File: src/rtl/uc_multicycle_pkg.sv
// Shared constants for the multi-cycle MIPS control unit: opcodes, ALU codes,
// the FSM state enum and the opcode class used for DECODE dispatch.
package uc_pkg;

    localparam logic [5:0] OP_R    = 6'b000000;
    localparam logic [5:0] OP_J    = 6'b000010;
    localparam logic [5:0] OP_BEQ  = 6'b000100;
    localparam logic [5:0] OP_BNE  = 6'b000101;
    localparam logic [5:0] OP_ADDI = 6'b001000;
    localparam logic [5:0] OP_SLTI = 6'b001010;
    localparam logic [5:0] OP_ANDI = 6'b001100;
    localparam logic [5:0] OP_ORI  = 6'b001101;
    localparam logic [5:0] OP_LW   = 6'b100011;
    localparam logic [5:0] OP_SW   = 6'b101011;

    localparam logic [2:0] ALU_ADD   = 3'b000;
    localparam logic [2:0] ALU_SUB   = 3'b001;
    localparam logic [2:0] ALU_FUNCT = 3'b010;
    localparam logic [2:0] ALU_AND   = 3'b011;
    localparam logic [2:0] ALU_OR    = 3'b100;
    localparam logic [2:0] ALU_SLT   = 3'b101;
    localparam logic [2:0] ALU_SUBN  = 3'b110;

    typedef enum logic [3:0] {
        IDLE, FETCH, DECODE, EXEC_R, WB_R, EXEC_I, WB_I,
        MEM_ADDR, MEM_RD, MEM_WB, MEM_WR, BRANCH, JUMP
    } state_e;

    typedef enum logic [2:0] {K_R, K_I, K_MEM, K_BR, K_J, K_BAD} op_kind_e;

endpackage

File: src/rtl/uc_multicycle_if.sv
// Control-unit bus: opcode/mem_ready in from the datapath, strobes and debug
// state out. The control unit uses the slave modport.
interface uc_multicycle_if #(
    parameter int OPCODE_W = 6,
    parameter int ALUC_W   = 3,
    parameter int STATE_W  = 4
);
    logic [OPCODE_W-1:0] opcode;
    logic                mem_ready;
    logic                pc_we, ir_we, en, memreg, enw, enr;
    logic                en_mult2, en_mult3, branch, jump, illegal;
    logic [ALUC_W-1:0]   aluc;
    logic [STATE_W-1:0]  state_o;

    modport master (
        output opcode, mem_ready,
        input  pc_we, ir_we, en, memreg, enw, enr, en_mult2, en_mult3,
               branch, jump, illegal, aluc, state_o
    );

    modport slave (
        input  opcode, mem_ready,
        output pc_we, ir_we, en, memreg, enw, enr, en_mult2, en_mult3,
               branch, jump, illegal, aluc, state_o
    );
endinterface

File: src/rtl/uc_multicycle_out_decode.sv
// Strobe decoder: (state, latched opcode) -> datapath controls. illegal and the
// FETCH pc_we are the only terms that look at live inputs (DECODE opcode, mem_go).
module uc_out_decode
    import uc_pkg::*;
#(
    parameter int OPCODE_W = 6,
    parameter int ALUC_W   = 3
) (
    input  state_e              state_i,
    input  logic [OPCODE_W-1:0] op_q_i,
    input  logic                bad_op_i,
    input  logic                mem_go_i,
    output logic                pc_we_o,
    output logic                ir_we_o,
    output logic                en_o,
    output logic                memreg_o,
    output logic                enw_o,
    output logic                enr_o,
    output logic                en_mult2_o,
    output logic                en_mult3_o,
    output logic                branch_o,
    output logic                jump_o,
    output logic                illegal_o,
    output logic [ALUC_W-1:0]   aluc_o
);
    logic [2:0] alu_imm;

    always_comb begin
        alu_imm = ALU_ADD;
        if (op_q_i == OPCODE_W'(OP_ANDI))      alu_imm = ALU_AND;
        else if (op_q_i == OPCODE_W'(OP_ORI))  alu_imm = ALU_OR;
        else if (op_q_i == OPCODE_W'(OP_SLTI)) alu_imm = ALU_SLT;
    end

    always_comb begin
        pc_we_o    = 1'b0;
        ir_we_o    = 1'b0;
        en_o       = 1'b0;
        memreg_o   = 1'b0;
        enw_o      = 1'b0;
        enr_o      = 1'b0;
        en_mult2_o = 1'b0;
        en_mult3_o = 1'b0;
        branch_o   = 1'b0;
        jump_o     = 1'b0;
        illegal_o  = 1'b0;
        aluc_o     = ALUC_W'(ALU_ADD);
        case (state_i)
            FETCH: begin
                enr_o   = 1'b1;
                ir_we_o = 1'b1;
                pc_we_o = mem_go_i;
            end
            DECODE:   illegal_o = bad_op_i;
            EXEC_R:   aluc_o = ALUC_W'(ALU_FUNCT);
            WB_R: begin
                en_o       = 1'b1;
                memreg_o   = 1'b1;
                en_mult3_o = 1'b1;
            end
            EXEC_I: begin
                en_mult2_o = 1'b1;
                aluc_o     = ALUC_W'(alu_imm);
            end
            WB_I: begin
                en_o     = 1'b1;
                memreg_o = 1'b1;
            end
            MEM_ADDR: en_mult2_o = 1'b1;
            MEM_RD:   enr_o = 1'b1;
            MEM_WB:   en_o = 1'b1;
            MEM_WR:   enw_o = 1'b1;
            BRANCH: begin
                branch_o = 1'b1;
                pc_we_o  = 1'b1;
                aluc_o   = (op_q_i == OPCODE_W'(OP_BNE)) ? ALUC_W'(ALU_SUBN)
                                                         : ALUC_W'(ALU_SUB);
            end
            JUMP: begin
                jump_o  = 1'b1;
                pc_we_o = 1'b1;
            end
            default: ;
        endcase
    end
endmodule

File: src/rtl/uc_multicycle.sv
// Multi-cycle MIPS control unit: state register, opcode latch and sequencing.
// Define UCM_MEM_WAIT_EN to make FETCH/MEM_RD/MEM_WR wait for mem_ready.
module uc_multicycle
    import uc_pkg::*;
#(
    parameter int OPCODE_W = 6,
    parameter int ALUC_W   = 3,
    parameter int STATE_W  = 4
) (
    input logic            clk,
    input logic            rst,
    uc_multicycle_if.slave bus
);
    state_e              state_q, state_d;
    logic [OPCODE_W-1:0] op_q, op_d;
    op_kind_e            kind;
    logic                mem_go;

`ifdef UCM_MEM_WAIT_EN
    assign mem_go = bus.mem_ready;
`else
    logic unused_mem_ready;
    assign unused_mem_ready = bus.mem_ready;
    assign mem_go = 1'b1;
`endif

    always_comb begin
        kind = K_BAD;
        if (bus.opcode == OPCODE_W'(OP_R))
            kind = K_R;
        else if (bus.opcode == OPCODE_W'(OP_ADDI) || bus.opcode == OPCODE_W'(OP_ANDI) ||
                 bus.opcode == OPCODE_W'(OP_ORI)  || bus.opcode == OPCODE_W'(OP_SLTI))
            kind = K_I;
        else if (bus.opcode == OPCODE_W'(OP_LW) || bus.opcode == OPCODE_W'(OP_SW))
            kind = K_MEM;
        else if (bus.opcode == OPCODE_W'(OP_BEQ) || bus.opcode == OPCODE_W'(OP_BNE))
            kind = K_BR;
        else if (bus.opcode == OPCODE_W'(OP_J))
            kind = K_J;
    end

    always_ff @(posedge clk or posedge rst) begin
        if (rst) begin
            state_q <= IDLE;
            op_q    <= '0;
        end else begin
            state_q <= state_d;
            op_q    <= op_d;
        end
    end

    always_comb begin
        state_d = state_q;
        op_d    = op_q;
        case (state_q)
            IDLE:  state_d = FETCH;
            FETCH: if (mem_go) state_d = DECODE;
            DECODE: begin
                op_d = bus.opcode;
                case (kind)
                    K_R:     state_d = EXEC_R;
                    K_I:     state_d = EXEC_I;
                    K_MEM:   state_d = MEM_ADDR;
                    K_BR:    state_d = BRANCH;
                    K_J:     state_d = JUMP;
                    default: state_d = FETCH;  // undefined opcode: skip, PC already advanced
                endcase
            end
            EXEC_R:   state_d = WB_R;
            WB_R:     state_d = FETCH;
            EXEC_I:   state_d = WB_I;
            WB_I:     state_d = FETCH;
            MEM_ADDR: state_d = (op_q == OPCODE_W'(OP_LW)) ? MEM_RD : MEM_WR;
            MEM_RD:   if (mem_go) state_d = MEM_WB;
            MEM_WB:   state_d = FETCH;
            MEM_WR:   if (mem_go) state_d = FETCH;
            BRANCH:   state_d = FETCH;
            JUMP:     state_d = FETCH;
            default:  state_d = IDLE;
        endcase
    end

    assign bus.state_o = STATE_W'(state_q);

    uc_out_decode #(
        .OPCODE_W (OPCODE_W),
        .ALUC_W   (ALUC_W)
    ) u_out_decode (
        .state_i    (state_q),
        .op_q_i     (op_q),
        .bad_op_i   (kind == K_BAD),
        .mem_go_i   (mem_go),
        .pc_we_o    (bus.pc_we),
        .ir_we_o    (bus.ir_we),
        .en_o       (bus.en),
        .memreg_o   (bus.memreg),
        .enw_o      (bus.enw),
        .enr_o      (bus.enr),
        .en_mult2_o (bus.en_mult2),
        .en_mult3_o (bus.en_mult3),
        .branch_o   (bus.branch),
        .jump_o     (bus.jump),
        .illegal_o  (bus.illegal),
        .aluc_o     (bus.aluc)
    );
endmodule

File: src/flat_wrapper.sv
// flat-port wrapper written by rule: the top's interface ports become plain ports
module uc_multicycle_flat import uc_pkg::*;
#(
    parameter int OPCODE_W = 6,
    parameter int ALUC_W   = 3,
    parameter int STATE_W  = 4
)
  (clk, rst, bus_opcode, bus_mem_ready, bus_pc_we, bus_ir_we, bus_en, bus_memreg, bus_enw, bus_enr, bus_en_mult2, bus_en_mult3, bus_branch, bus_jump, bus_illegal, bus_aluc, bus_state_o);
  uc_multicycle_if #(.OPCODE_W(OPCODE_W), .ALUC_W(ALUC_W), .STATE_W(STATE_W)) bus_i ();
  input logic clk;
  input logic rst;
  input wire logic [$bits(bus_i.opcode)-1:0] bus_opcode;
  input wire logic [$bits(bus_i.mem_ready)-1:0] bus_mem_ready;
  output wire logic [$bits(bus_i.pc_we)-1:0] bus_pc_we;
  output wire logic [$bits(bus_i.ir_we)-1:0] bus_ir_we;
  output wire logic [$bits(bus_i.en)-1:0] bus_en;
  output wire logic [$bits(bus_i.memreg)-1:0] bus_memreg;
  output wire logic [$bits(bus_i.enw)-1:0] bus_enw;
  output wire logic [$bits(bus_i.enr)-1:0] bus_enr;
  output wire logic [$bits(bus_i.en_mult2)-1:0] bus_en_mult2;
  output wire logic [$bits(bus_i.en_mult3)-1:0] bus_en_mult3;
  output wire logic [$bits(bus_i.branch)-1:0] bus_branch;
  output wire logic [$bits(bus_i.jump)-1:0] bus_jump;
  output wire logic [$bits(bus_i.illegal)-1:0] bus_illegal;
  output wire logic [$bits(bus_i.aluc)-1:0] bus_aluc;
  output wire logic [$bits(bus_i.state_o)-1:0] bus_state_o;
  assign bus_i.opcode = bus_opcode;
  assign bus_i.mem_ready = bus_mem_ready;
  assign bus_pc_we = bus_i.pc_we;
  assign bus_ir_we = bus_i.ir_we;
  assign bus_en = bus_i.en;
  assign bus_memreg = bus_i.memreg;
  assign bus_enw = bus_i.enw;
  assign bus_enr = bus_i.enr;
  assign bus_en_mult2 = bus_i.en_mult2;
  assign bus_en_mult3 = bus_i.en_mult3;
  assign bus_branch = bus_i.branch;
  assign bus_jump = bus_i.jump;
  assign bus_illegal = bus_i.illegal;
  assign bus_aluc = bus_i.aluc;
  assign bus_state_o = bus_i.state_o;
  uc_multicycle #(.OPCODE_W(OPCODE_W), .ALUC_W(ALUC_W), .STATE_W(STATE_W)) u_core (.clk(clk), .rst(rst), .bus(bus_i));
endmodule
File: config.mk
export PLATFORM = sky130hd
export DESIGN_NAME = uc_multicycle_flat
export DESIGN_NICKNAME = d
export VERILOG_FILES = /design/src/rtl/uc_multicycle_pkg.sv /design/src/rtl/uc_multicycle_if.sv /design/src/rtl/uc_multicycle_out_decode.sv /design/src/rtl/uc_multicycle.sv /design/src/flat_wrapper.sv
export SDC_FILE = /design/constraint.sdc
export NUM_CORES = 1
export LEC_CHECK = 0
export BUFFER_PORTS_ARGS = -buffer_cell sky130_fd_sc_hd__buf_2
export CORE_UTILIZATION = 49
export DETAILED_ROUTE_END_ITERATION = 6
export GPL_TIMING_DRIVEN = 1
export PLACE_DENSITY = 0.78
export SLEW_MARGIN = 20
export SYNTH_ARGS = -nofsm -noshare
export SYNTH_HDL_FRONTEND = slang
export SYNTH_SLANG_ARGS = --single-unit
File: constraint.sdc
create_clock -name clk -period 1.61 [get_ports clk]
set_input_delay 0.161 -clock clk [delete_from_list [all_inputs] [get_ports clk]]
set_output_delay 0.161 -clock clk [all_outputs]
set_load 0.03 [all_outputs]
==> flow_results.xml, run 1 <==
<?xml version="1.0" encoding="UTF-8"?>
<metrics>
  <group name="clocking">
    <metric name="buffer_cell_driving_the_clock_tree_root" unit="">clkbuf_4</metric>
    <metric name="clock_insertion_delay_worst_skew" unit="ns">0.26</metric>
    <metric name="cts.reportedPaths.clkPinSlew" unit="ns">0.07</metric>
    <metric name="cts_tree" unit="">done</metric>
    <metric name="cts_buffer_depth" unit="">2</metric>
    <metric name="cts_num_sinks" unit="">10</metric>
    <metric name="h-tree-depth" unit="">1</metric>
    <metric name="cts_made_buffers" unit="">3</metric>
  </group>
  <group name="sta">
    <metric name="post-route-period-util" unit="">1.048</metric>
    <metric name="tightestPinTransition" unit="ns">0.4658</metric>
    <metric name="final.setup_skew" unit="ns">0.003303</metric>
    <metric name="maxSlewViolCount" unit="">0</metric>
    <metric name="postLayoutSetupSlackWorst" unit="ns">-0.07738</metric>
    <metric name="timing.max_slew.rel_slack" unit="">0.6814</metric>
    <metric name="hold_viol" unit="">0</metric>
    <metric name="setup_violations" unit="">5</metric>
    <metric name="rsz0062_at_grt" unit="">yes</metric>
    <metric name="fin_worst_hold_slack" unit="ns">0.1721</metric>
    <metric name="fmaxAchievable" unit="GHz">0.5926</metric>
    <metric name="period_needed" unit="ns">1.687</metric>
  </group>
  <group name="route">
    <metric name="drt_pass1_iterations" unit="">4</metric>
    <metric name="detailroute.wirelength.met2" unit="mm">1.191</metric>
    <metric name="dr.first_iter.drc_count" unit="">24</metric>
    <metric name="number_of_antenna_violating_nets_in_the_routed_design" unit="">0</metric>
    <metric name="post_drt_via_cell_ratio" unit="">5.730</metric>
    <metric name="routed.top_layer" unit="">met4</metric>
    <metric name="wl" unit="mm">2.276</metric>
    <metric name="routed-wl-met3" unit="um">87</metric>
    <metric name="wl_per_cell" unit="um">13.96</metric>
    <metric name="vias" unit="">934</metric>
    <metric name="m1WireLength" unit="um">968</metric>
    <metric name="remaining_drc_errors" unit="">0</metric>
  </group>
  <group name="synthesis">
    <metric name="synth-main-ff-cell" unit="">dfrtp_1</metric>
    <metric name="synthesis.area_per_instance" unit="um2">8.126</metric>
    <metric name="async_flop_share" unit="">1.000</metric>
    <metric name="ys_seq_area_frac" unit="">0.3110</metric>
    <metric name="synthCells" unit="">99</metric>
    <metric name="netlist_top_cells_area" unit="">dfrtp_1, nor2_1, mux2_2</metric>
    <metric name="synth_most_common_cell" unit="">nor2_1</metric>
    <metric name="synth_register_bits" unit="">10</metric>
    <metric name="synth_area" unit="um2">804.5</metric>
    <metric name="synthDominantCellAreaShare" unit="">0.3110</metric>
    <metric name="synth-edff-count" unit="">0</metric>
    <metric name="yosys.cell_types.count" unit="">36</metric>
    <metric name="synth.cells.most_frequent" unit="">nor2_1, dfrtp_1, nand2_1</metric>
    <metric name="yosysWarningCount" unit="">0</metric>
    <metric name="yosys.area.top_type" unit="">dfrtp_1</metric>
    <metric name="synthesis.nets" unit="">108</metric>
  </group>
  <group name="grt">
    <metric name="grt.total_usage" unit="">0.2644</metric>
    <metric name="first_global_vias" unit="">848</metric>
    <metric name="initial_antenna_violation_count" unit="">0</metric>
    <metric name="global_route_wire_length_before_repair" unit="mm">3.691</metric>
    <metric name="grt_max_degree" unit="">11</metric>
    <metric name="grt.overflow.total" unit="">0</metric>
  </group>
  <group name="critical_path">
    <metric name="r2r_end" unit="">u_core.bus.state_o[0]$_DFF_PP0_</metric>
    <metric name="cp.required" unit="ns">1.45</metric>
    <metric name="critical_path.reg2reg.startpoint" unit="">u_core.bus.state_o[3]$_DFF_PP0_</metric>
    <metric name="timing_worst_setup_path_type" unit="">register to output port</metric>
    <metric name="reg2reg_slack" unit="ns">0.14</metric>
    <metric name="rr_worst_depth" unit="">6</metric>
    <metric name="cp_max_fo" unit="">6</metric>
    <metric name="crit_end" unit="">bus_en</metric>
    <metric name="crit_path_start" unit="">u_core.bus.state_o[3]$_DFF_PP0_</metric>
    <metric name="crit_path_end_kind" unit="">output port</metric>
    <metric name="cp.arrival" unit="ns">1.53</metric>
    <metric name="critPathLaunchType" unit="">register</metric>
  </group>
  <group name="layout">
    <metric name="drive_above_1_share" unit="">0.5578</metric>
    <metric name="final_cell_utilization_of_the_core" unit="">0.8325</metric>
    <metric name="antenna_cells_inserted" unit="">0</metric>
    <metric name="nNetsFinal" unit="">157</metric>
    <metric name="multiInputGateArea" unit="um2">576.8</metric>
    <metric name="area.growth.synth_to_final" unit="%">57.70</metric>
    <metric name="final-seq-area" unit="um2">254.0</metric>
    <metric name="post_layout_nonfiller_instances" unit="">163</metric>
    <metric name="num-fill-cells" unit="">103</metric>
  </group>
  <group name="outcome">
    <metric name="failing_checks" unit="">negative setup slack</metric>
    <metric name="status" unit="">finished, violations left</metric>
  </group>
  <group name="job">
    <metric name="max_cap_viol_count" unit="">0</metric>
  </group>
  <group name="placed_design">
    <metric name="dpl.cell_count" unit="">144</metric>
    <metric name="finalWeightedCongestion" unit="">0.8524</metric>
    <metric name="dpl.hpwl" unit="mm">1.452</metric>
    <metric name="portBuffers" unit="">25</metric>
  </group>
  <group name="pwr">
    <metric name="finalPower" unit="mW">2.547</metric>
    <metric name="pwr-share-seq" unit="">0.206</metric>
    <metric name="power.leakage" unit="nW">0.6018</metric>
    <metric name="power.net_switching" unit="mW">1.174</metric>
    <metric name="power.combinational.fraction" unit="">0.706</metric>
    <metric name="power_switching_share" unit="">0.4611</metric>
    <metric name="share_clk_of_total_power" unit="">0.088</metric>
    <metric name="pwr_density_cell" unit="nW/um2">2008</metric>
    <metric name="power.ir.vdd_worst" unit="mV">1.244</metric>
    <metric name="internal_power" unit="mW">1.373</metric>
  </group>
  <group name="die">
    <metric name="dieWidth" unit="um">42.52</metric>
    <metric name="die_height" unit="um">42.52</metric>
    <metric name="rows" unit="">14</metric>
    <metric name="placeable_core_area" unit="um2">1524</metric>
    <metric name="floorplan.initialDensity" unit="">0.5279</metric>
    <metric name="die_area" unit="um2">1808</metric>
    <metric name="pin_count" unit="">27</metric>
  </group>
  <group name="min_path">
    <metric name="holdCritStartpoint" unit="">bus_opcode[3]</metric>
    <metric name="timing.hold.worst.class" unit="">input pin to register</metric>
  </group>
</metrics>
stage by stage:
stage / instance area [um2] / setup slack [ns] / TNS (ns)
floorplan: 830.8 / -0.06606 / -0.09253
CTS: 1200 / -0.01576 / -0.01664
finish: 1269 / -0.07738 / -0.2059
global placement: 1010 / 0.1625 / 0
global route: 1269 / -0.1240 / -0.5991
detailed placement: 1010 / 0.1432 / 0
worst min-delay path by stage:
stage                                                  to  cells after the start
after floorplan           u_core.bus.state_o[0]$_DFF_PP0_                      1
after global placement         u_core.op_q[2]$_DFFE_PP0P_                      2
after detailed placement       u_core.op_q[0]$_DFFE_PP0P_                      2
after CTS                      u_core.op_q[3]$_DFFE_PP0P_                      2
after global routing           u_core.op_q[3]$_DFFE_PP0P_                      2
final                          u_core.op_q[3]$_DFFE_PP0P_                      2
layout make-up:
| class | instances | area share |
|---|---|---|
| Multi-Input combinational cell | 79 | 0.4546 |
| Timing Repair Buffer | 49 | 0.2860 |
| Clock buffer | 4 | 0.02860 |
| Inverter | 5 | 0.01479 |
| Tap cell | 16 | 0.01578 |
| Sequential cell | 10 | 0.2002 |
critical path, stage by stage (launching register included):
cell     delay [ns]
dfrtp_2        0.46
buf_6          0.16
or2b_1         0.27
nor2_2         0.12
a31o_2         0.13
buf_6          0.13
power by group through the flow:
stage,clock network [mW],registers [mW],logic (mW)
after floorplan,0,0.582,0.920
after global placement,0,0.524,1.32
after detailed placement,0,0.532,1.34
after CTS,0.226,0.500,1.66
after global routing,0.239,0.540,1.91
final,0.223,0.525,1.80
repair_timing:
action / CTS / global route
hold buffers: 1 / 0
resized for setup: 17 / 22
endpoints found under the setup margin: 8 / 11
pin swaps: 3 / 10
buffers inserted: 12 / 3
endpoints found under the hold margin: 10 / 0
registers in the layout, indices dropped and copies added (netlist names):
| signal | flops |
|---|---|
| u_core.op_q | 6 |
| u_core.bus.state_o | 4 |
cell usage in the layout, fill, tap and decap left out, types with 2 or more instances in the layout:
cell type   n
buf_4      25
dfrtp_1     7
nand2b_4    2
a21oi_1     4
inv_1       4
nor2b_4     2
nor2_2      3
nand4b_1    2
clkbuf_4    3
nand4_1     2
o21ai_0     3
buf_6       8
buf_2      15
nor2b_1     2
nand2_1     6
nor3_2      3
dfrtp_2     3
nand2b_1    3
nor2_1     16
a31o_2      2
mux2_2      6
routing by layer:
| layer | track usage | vias to the layer above |
|---|---|---|
| li1 | - | 446 |
| met5 | 0 | - |
| met1 | 0.3342 | 452 |
| met4 | 0.1375 | 0 |
| met2 | 0.4615 | 32 |
| met3 | 0 | 4 |
cell families after synthesis:
group | Yosys count | synth area share
xor+xnor | 2 | 0.02178
compound gates | 19 | 0.1633
flops | 10 | 0.3110
simple gates | 52 | 0.3546
mux | 6 | 0.08398
buf+inv | 10 | 0.06532
(Power assumes the default switching activity.)
==> run 2, diff against run 1 <==
--- a/config.mk
+++ b/config.mk
@@ -5,11 +5,13 @@
 export SDC_FILE = /design/constraint.sdc
 export NUM_CORES = 1
 export LEC_CHECK = 0
+export ABC_AREA = 1
 export BUFFER_PORTS_ARGS = -buffer_cell sky130_fd_sc_hd__buf_2
-export CORE_UTILIZATION = 49
+export CORE_UTILIZATION = 48
 export DETAILED_ROUTE_END_ITERATION = 6
+export GPL_ROUTABILITY_DRIVEN = 0
 export GPL_TIMING_DRIVEN = 1
-export PLACE_DENSITY = 0.78
+export PLACE_DENSITY = 0.77
 export SLEW_MARGIN = 20
 export SYNTH_ARGS = -nofsm -noshare
 export SYNTH_HDL_FRONTEND = slang
==> run 2 against run 1 <==
- the run still ends with negative setup slack left
- highest routed layer unchanged
- largest cell class unchanged
- wire length down 11%
- critical path type unchanged
- count of clock-buffer cells in the layout is the same
- first-iteration DRC count fell by 17%
- global-route usage is 4.2 points lower
- sequential cell count stayed put
- core utilization down 10 points
==> flow_results.xml, run 2 <==
<?xml version="1.0" encoding="UTF-8"?>
<metrics>
  <group name="die">
    <metric name="die_area" unit="um2">1786</metric>
    <metric name="dieWidth" unit="um">42.27</metric>
    <metric name="placeable_core_area" unit="um2">1506</metric>
    <metric name="die_height" unit="um">42.27</metric>
    <metric name="rows" unit="">14</metric>
    <metric name="floorplan.initialDensity" unit="">0.5166</metric>
    <metric name="pin_count" unit="">27</metric>
  </group>
  <group name="placed_design">
    <metric name="portBuffers" unit="">25</metric>
    <metric name="dpl.hpwl" unit="mm">1.399</metric>
    <metric name="placement_setup_slack" unit="ns">0.1749</metric>
  </group>
  <group name="critical_path">
    <metric name="crit_path_end_kind" unit="">output port</metric>
    <metric name="critPathLaunchType" unit="">register</metric>
    <metric name="cp.required" unit="ns">1.45</metric>
    <metric name="cp.arrival" unit="ns">1.45</metric>
    <metric name="timing_worst_setup_path_type" unit="">register to output port</metric>
    <metric name="cp_max_fo" unit="">4</metric>
  </group>
  <group name="layout">
    <metric name="layout.cells.most_common" unit="">nand2_1</metric>
    <metric name="layout.cells.most_common_list" unit="">nand2_1, buf_2, nor2_1, inv_1, buf_4</metric>
    <metric name="antenna_cells_inserted" unit="">0</metric>
    <metric name="nNetsFinal" unit="">180</metric>
    <metric name="multiInputGateArea" unit="um2">476.7</metric>
    <metric name="drive_above_1_share" unit="">0.3824</metric>
    <metric name="largest_register" unit="">u_core.op_q</metric>
    <metric name="largest_register_ffs" unit="">6</metric>
    <metric name="area.growth.synth_to_final" unit="%">41.80</metric>
    <metric name="final-seq-area" unit="um2">254.0</metric>
    <metric name="num-fill-cells" unit="">117</metric>
  </group>
  <group name="synthesis">
    <metric name="yosys.area.top_type" unit="">dfrtp_1</metric>
    <metric name="synthCells" unit="">131</metric>
    <metric name="netlist_top_cells_area" unit="">dfrtp_1, nand2_1, inv_1</metric>
    <metric name="yosysWarningCount" unit="">0</metric>
    <metric name="synthesis.area_per_instance" unit="um2">5.941</metric>
    <metric name="async_flop_share" unit="">1.000</metric>
    <metric name="synth_register_bits" unit="">10</metric>
    <metric name="ys_seq_area_frac" unit="">0.3215</metric>
    <metric name="synthDominantCellAreaShare" unit="">0.3215</metric>
    <metric name="synthesis.nets" unit="">140</metric>
    <metric name="synth-main-ff-cell" unit="">dfrtp_1</metric>
    <metric name="synth.cells.most_frequent" unit="">nand2_1, inv_1, nor2_1</metric>
    <metric name="synth_most_common_cell" unit="">nand2_1</metric>
    <metric name="synth-edff-count" unit="">0</metric>
    <metric name="synth_area" unit="um2">778.2</metric>
    <metric name="yosys.cell_types.count" unit="">17</metric>
  </group>
  <group name="pwr">
    <metric name="share_clk_of_total_power" unit="">0.112</metric>
    <metric name="power.ir.vdd_worst" unit="mV">0.9561</metric>
    <metric name="power.leakage" unit="nW">0.6630</metric>
    <metric name="pwr-share-seq" unit="">0.268</metric>
    <metric name="pwr_density_cell" unit="nW/um2">1835</metric>
    <metric name="power_switching_share" unit="">0.5329</metric>
    <metric name="power.net_switching" unit="mW">1.079</metric>
    <metric name="power.combinational.fraction" unit="">0.620</metric>
    <metric name="internal_power" unit="mW">0.9460</metric>
    <metric name="finalPower" unit="mW">2.025</metric>
  </group>
  <group name="sta">
    <metric name="postLayoutSetupSlackWorst" unit="ns">-0.005308</metric>
    <metric name="maxSlewViolCount" unit="">0</metric>
    <metric name="timing.max_slew.rel_slack" unit="">0.7580</metric>
    <metric name="final.setup_skew" unit="ns">0.002963</metric>
    <metric name="period_needed" unit="ns">1.615</metric>
    <metric name="fin_worst_hold_slack" unit="ns">0.1327</metric>
    <metric name="fmaxAchievable" unit="GHz">0.6191</metric>
    <metric name="rsz0062_at_grt" unit="">yes</metric>
    <metric name="post-route-period-util" unit="">1.003</metric>
    <metric name="hold_viol" unit="">0</metric>
    <metric name="tightestPinTransition" unit="ns">0.3626</metric>
    <metric name="setup_violations" unit="">1</metric>
  </group>
  <group name="clocking">
    <metric name="cts_num_sinks" unit="">10</metric>
    <metric name="cts_made_buffers" unit="">3</metric>
    <metric name="clock_insertion_delay_worst_skew" unit="ns">0.27</metric>
    <metric name="cts_buffer_depth" unit="">2</metric>
    <metric name="buffer_cell_driving_the_clock_tree_root" unit="">clkbuf_4</metric>
    <metric name="cts.reportedPaths.clkPinSlew" unit="ns">0.07</metric>
    <metric name="cts_tree" unit="">done</metric>
    <metric name="h-tree-depth" unit="">1</metric>
  </group>
  <group name="grt">
    <metric name="global_route_wire_length_before_repair" unit="mm">3.111</metric>
    <metric name="grt_max_degree" unit="">11</metric>
    <metric name="initial_antenna_violation_count" unit="">0</metric>
    <metric name="grt.overflow.total" unit="">0</metric>
    <metric name="grt.total_usage" unit="">0.2220</metric>
    <metric name="first_global_vias" unit="">774</metric>
  </group>
  <group name="route">
    <metric name="number_of_antenna_violating_nets_in_the_routed_design" unit="">0</metric>
    <metric name="post_drt_via_cell_ratio" unit="">5.059</metric>
    <metric name="remaining_drc_errors" unit="">0</metric>
    <metric name="wl" unit="mm">2.018</metric>
    <metric name="drt_pass1_iterations" unit="">4</metric>
    <metric name="dr.first_iter.drc_count" unit="">20</metric>
    <metric name="vias" unit="">941</metric>
    <metric name="wl_per_cell" unit="um">10.85</metric>
  </group>
  <group name="job">
    <metric name="max_cap_viol_count" unit="">0</metric>
  </group>
  <group name="min_path">
    <metric name="timing.hold.worst.class" unit="">input pin to register</metric>
  </group>
  <group name="outcome">
    <metric name="failing_checks" unit="">negative setup slack</metric>
    <metric name="status" unit="">finished, violations left</metric>
  </group>
</metrics>
-- run 2: changes by cell type after synthesis, moves of 3 or more --
cell      before  now
nand2_1        7   39
mux2_2         6    0
inv_1          5   24
nand4_1        2    5
o21ai_1        0    4
nand3_1        2    8
nor2b_1        5    0
nor2_1        19   24
nand2b_1       4    0
-- run 2: area by class of cell --
class,instances,area share
Clock buffer,4,0.03288
Timing Repair Buffer,36,0.2052
Inverter,24,0.08163
Multi-Input combinational cell,96,0.4320
Sequential cell,10,0.2302
Tap cell,16,0.01814
-- run 2: worst paths after layout --
| check | startpoint | end | slack [ns] | depth (start not counted) |
|---|---|---|---|---|
| worst max-delay path | u_core.bus.state_o[2]$_DFF_PP0_ | bus_aluc[1] | -0.005 | 6 |
| worst min-delay path | bus_opcode[4] | u_core.op_q[4]$_DFFE_PP0P_ | 0.13 | 3 |
| worst max register to register | u_core.bus.state_o[3]$_DFF_PP0_ | u_core.bus.state_o[1]$_DFF_PP0_ | 0.43 | 6 |
| worst min register to register | u_core.op_q[2]$_DFFE_PP0P_ | u_core.op_q[2]$_DFFE_PP0P_ | 0.54 | 2 |
| max in group asynchronous | rst | u_core.bus.state_o[1]$_DFF_PP0_ | 0.93 | 3 |
| min in group asynchronous | rst | u_core.bus.state_o[2]$_DFF_PP0_ | 0.40 | 3 |
-- run 2: stage by stage --
step / util / setup TNS, ns / cells / area [um2]
after floorplan: - / -0.1171 / 131 / 789.5
after global placement: 0.6221 / 0 / 172 / 937.1
after detailed placement: 0.6221 / 0 / 172 / 937.1
after CTS: 0.6653 / -0.008574 / 178 / 1002
after global routing: 0.7326 / -0.2473 / 186 / 1104
final: 0.7326 / -0.005308 / 186 / 1104
-- run 2: timing repair --
action | CTS | global route
gates resized for setup | 7 | 19
setup endpoints to repair | 4 | 7
setup buffers | 1 | 8
hold buffers | 1 | 0
pin swaps | 0 | 4
endpoints found under the hold margin | 10 | 0
-- run 2: power by group through the flow --
| stage | logic, mW | registers [mW] | clock network, mW |
|---|---|---|---|
| 2_1_floorplan | 0.729 | 0.565 | 0 |
| 3_3_place_gp | 1.03 | 0.510 | 0 |
| 3_5_place_dp | 1.05 | 0.516 | 0 |
| 4_1_cts | 1.08 | 0.517 | 0.228 |
| 5_1_grt | 1.38 | 0.560 | 0.243 |
| 6_report | 1.26 | 0.543 | 0.226 |
-- run 2: cell families after synthesis --
kind of cell    after synthesis  synth area share
simple gates                 87            0.4952
buf+inv                      25            0.1222
flops                        10            0.3215
compound gates                9           0.06110
-- run 2: worst max-delay path: stages, from the launching register on --
cell	delay, ns
dfrtp_1	0.42
inv_2	0.11
nand2_4	0.07
nor2_4	0.14
nand4_1	0.14
o211ai_1	0.12
buf_4	0.18
-- run 2: layer usage --
layer  share of wire  routed length, um  GRT usage  vias to the layer above
met5               0                  0          0                        -
met4           0.022                 44     0.1000                        0
met3           0.046                 93    0.02586                        5
met2            0.48                962     0.3692                       34
met1            0.45                918     0.2881                      418
li1                -                  -          -                      484
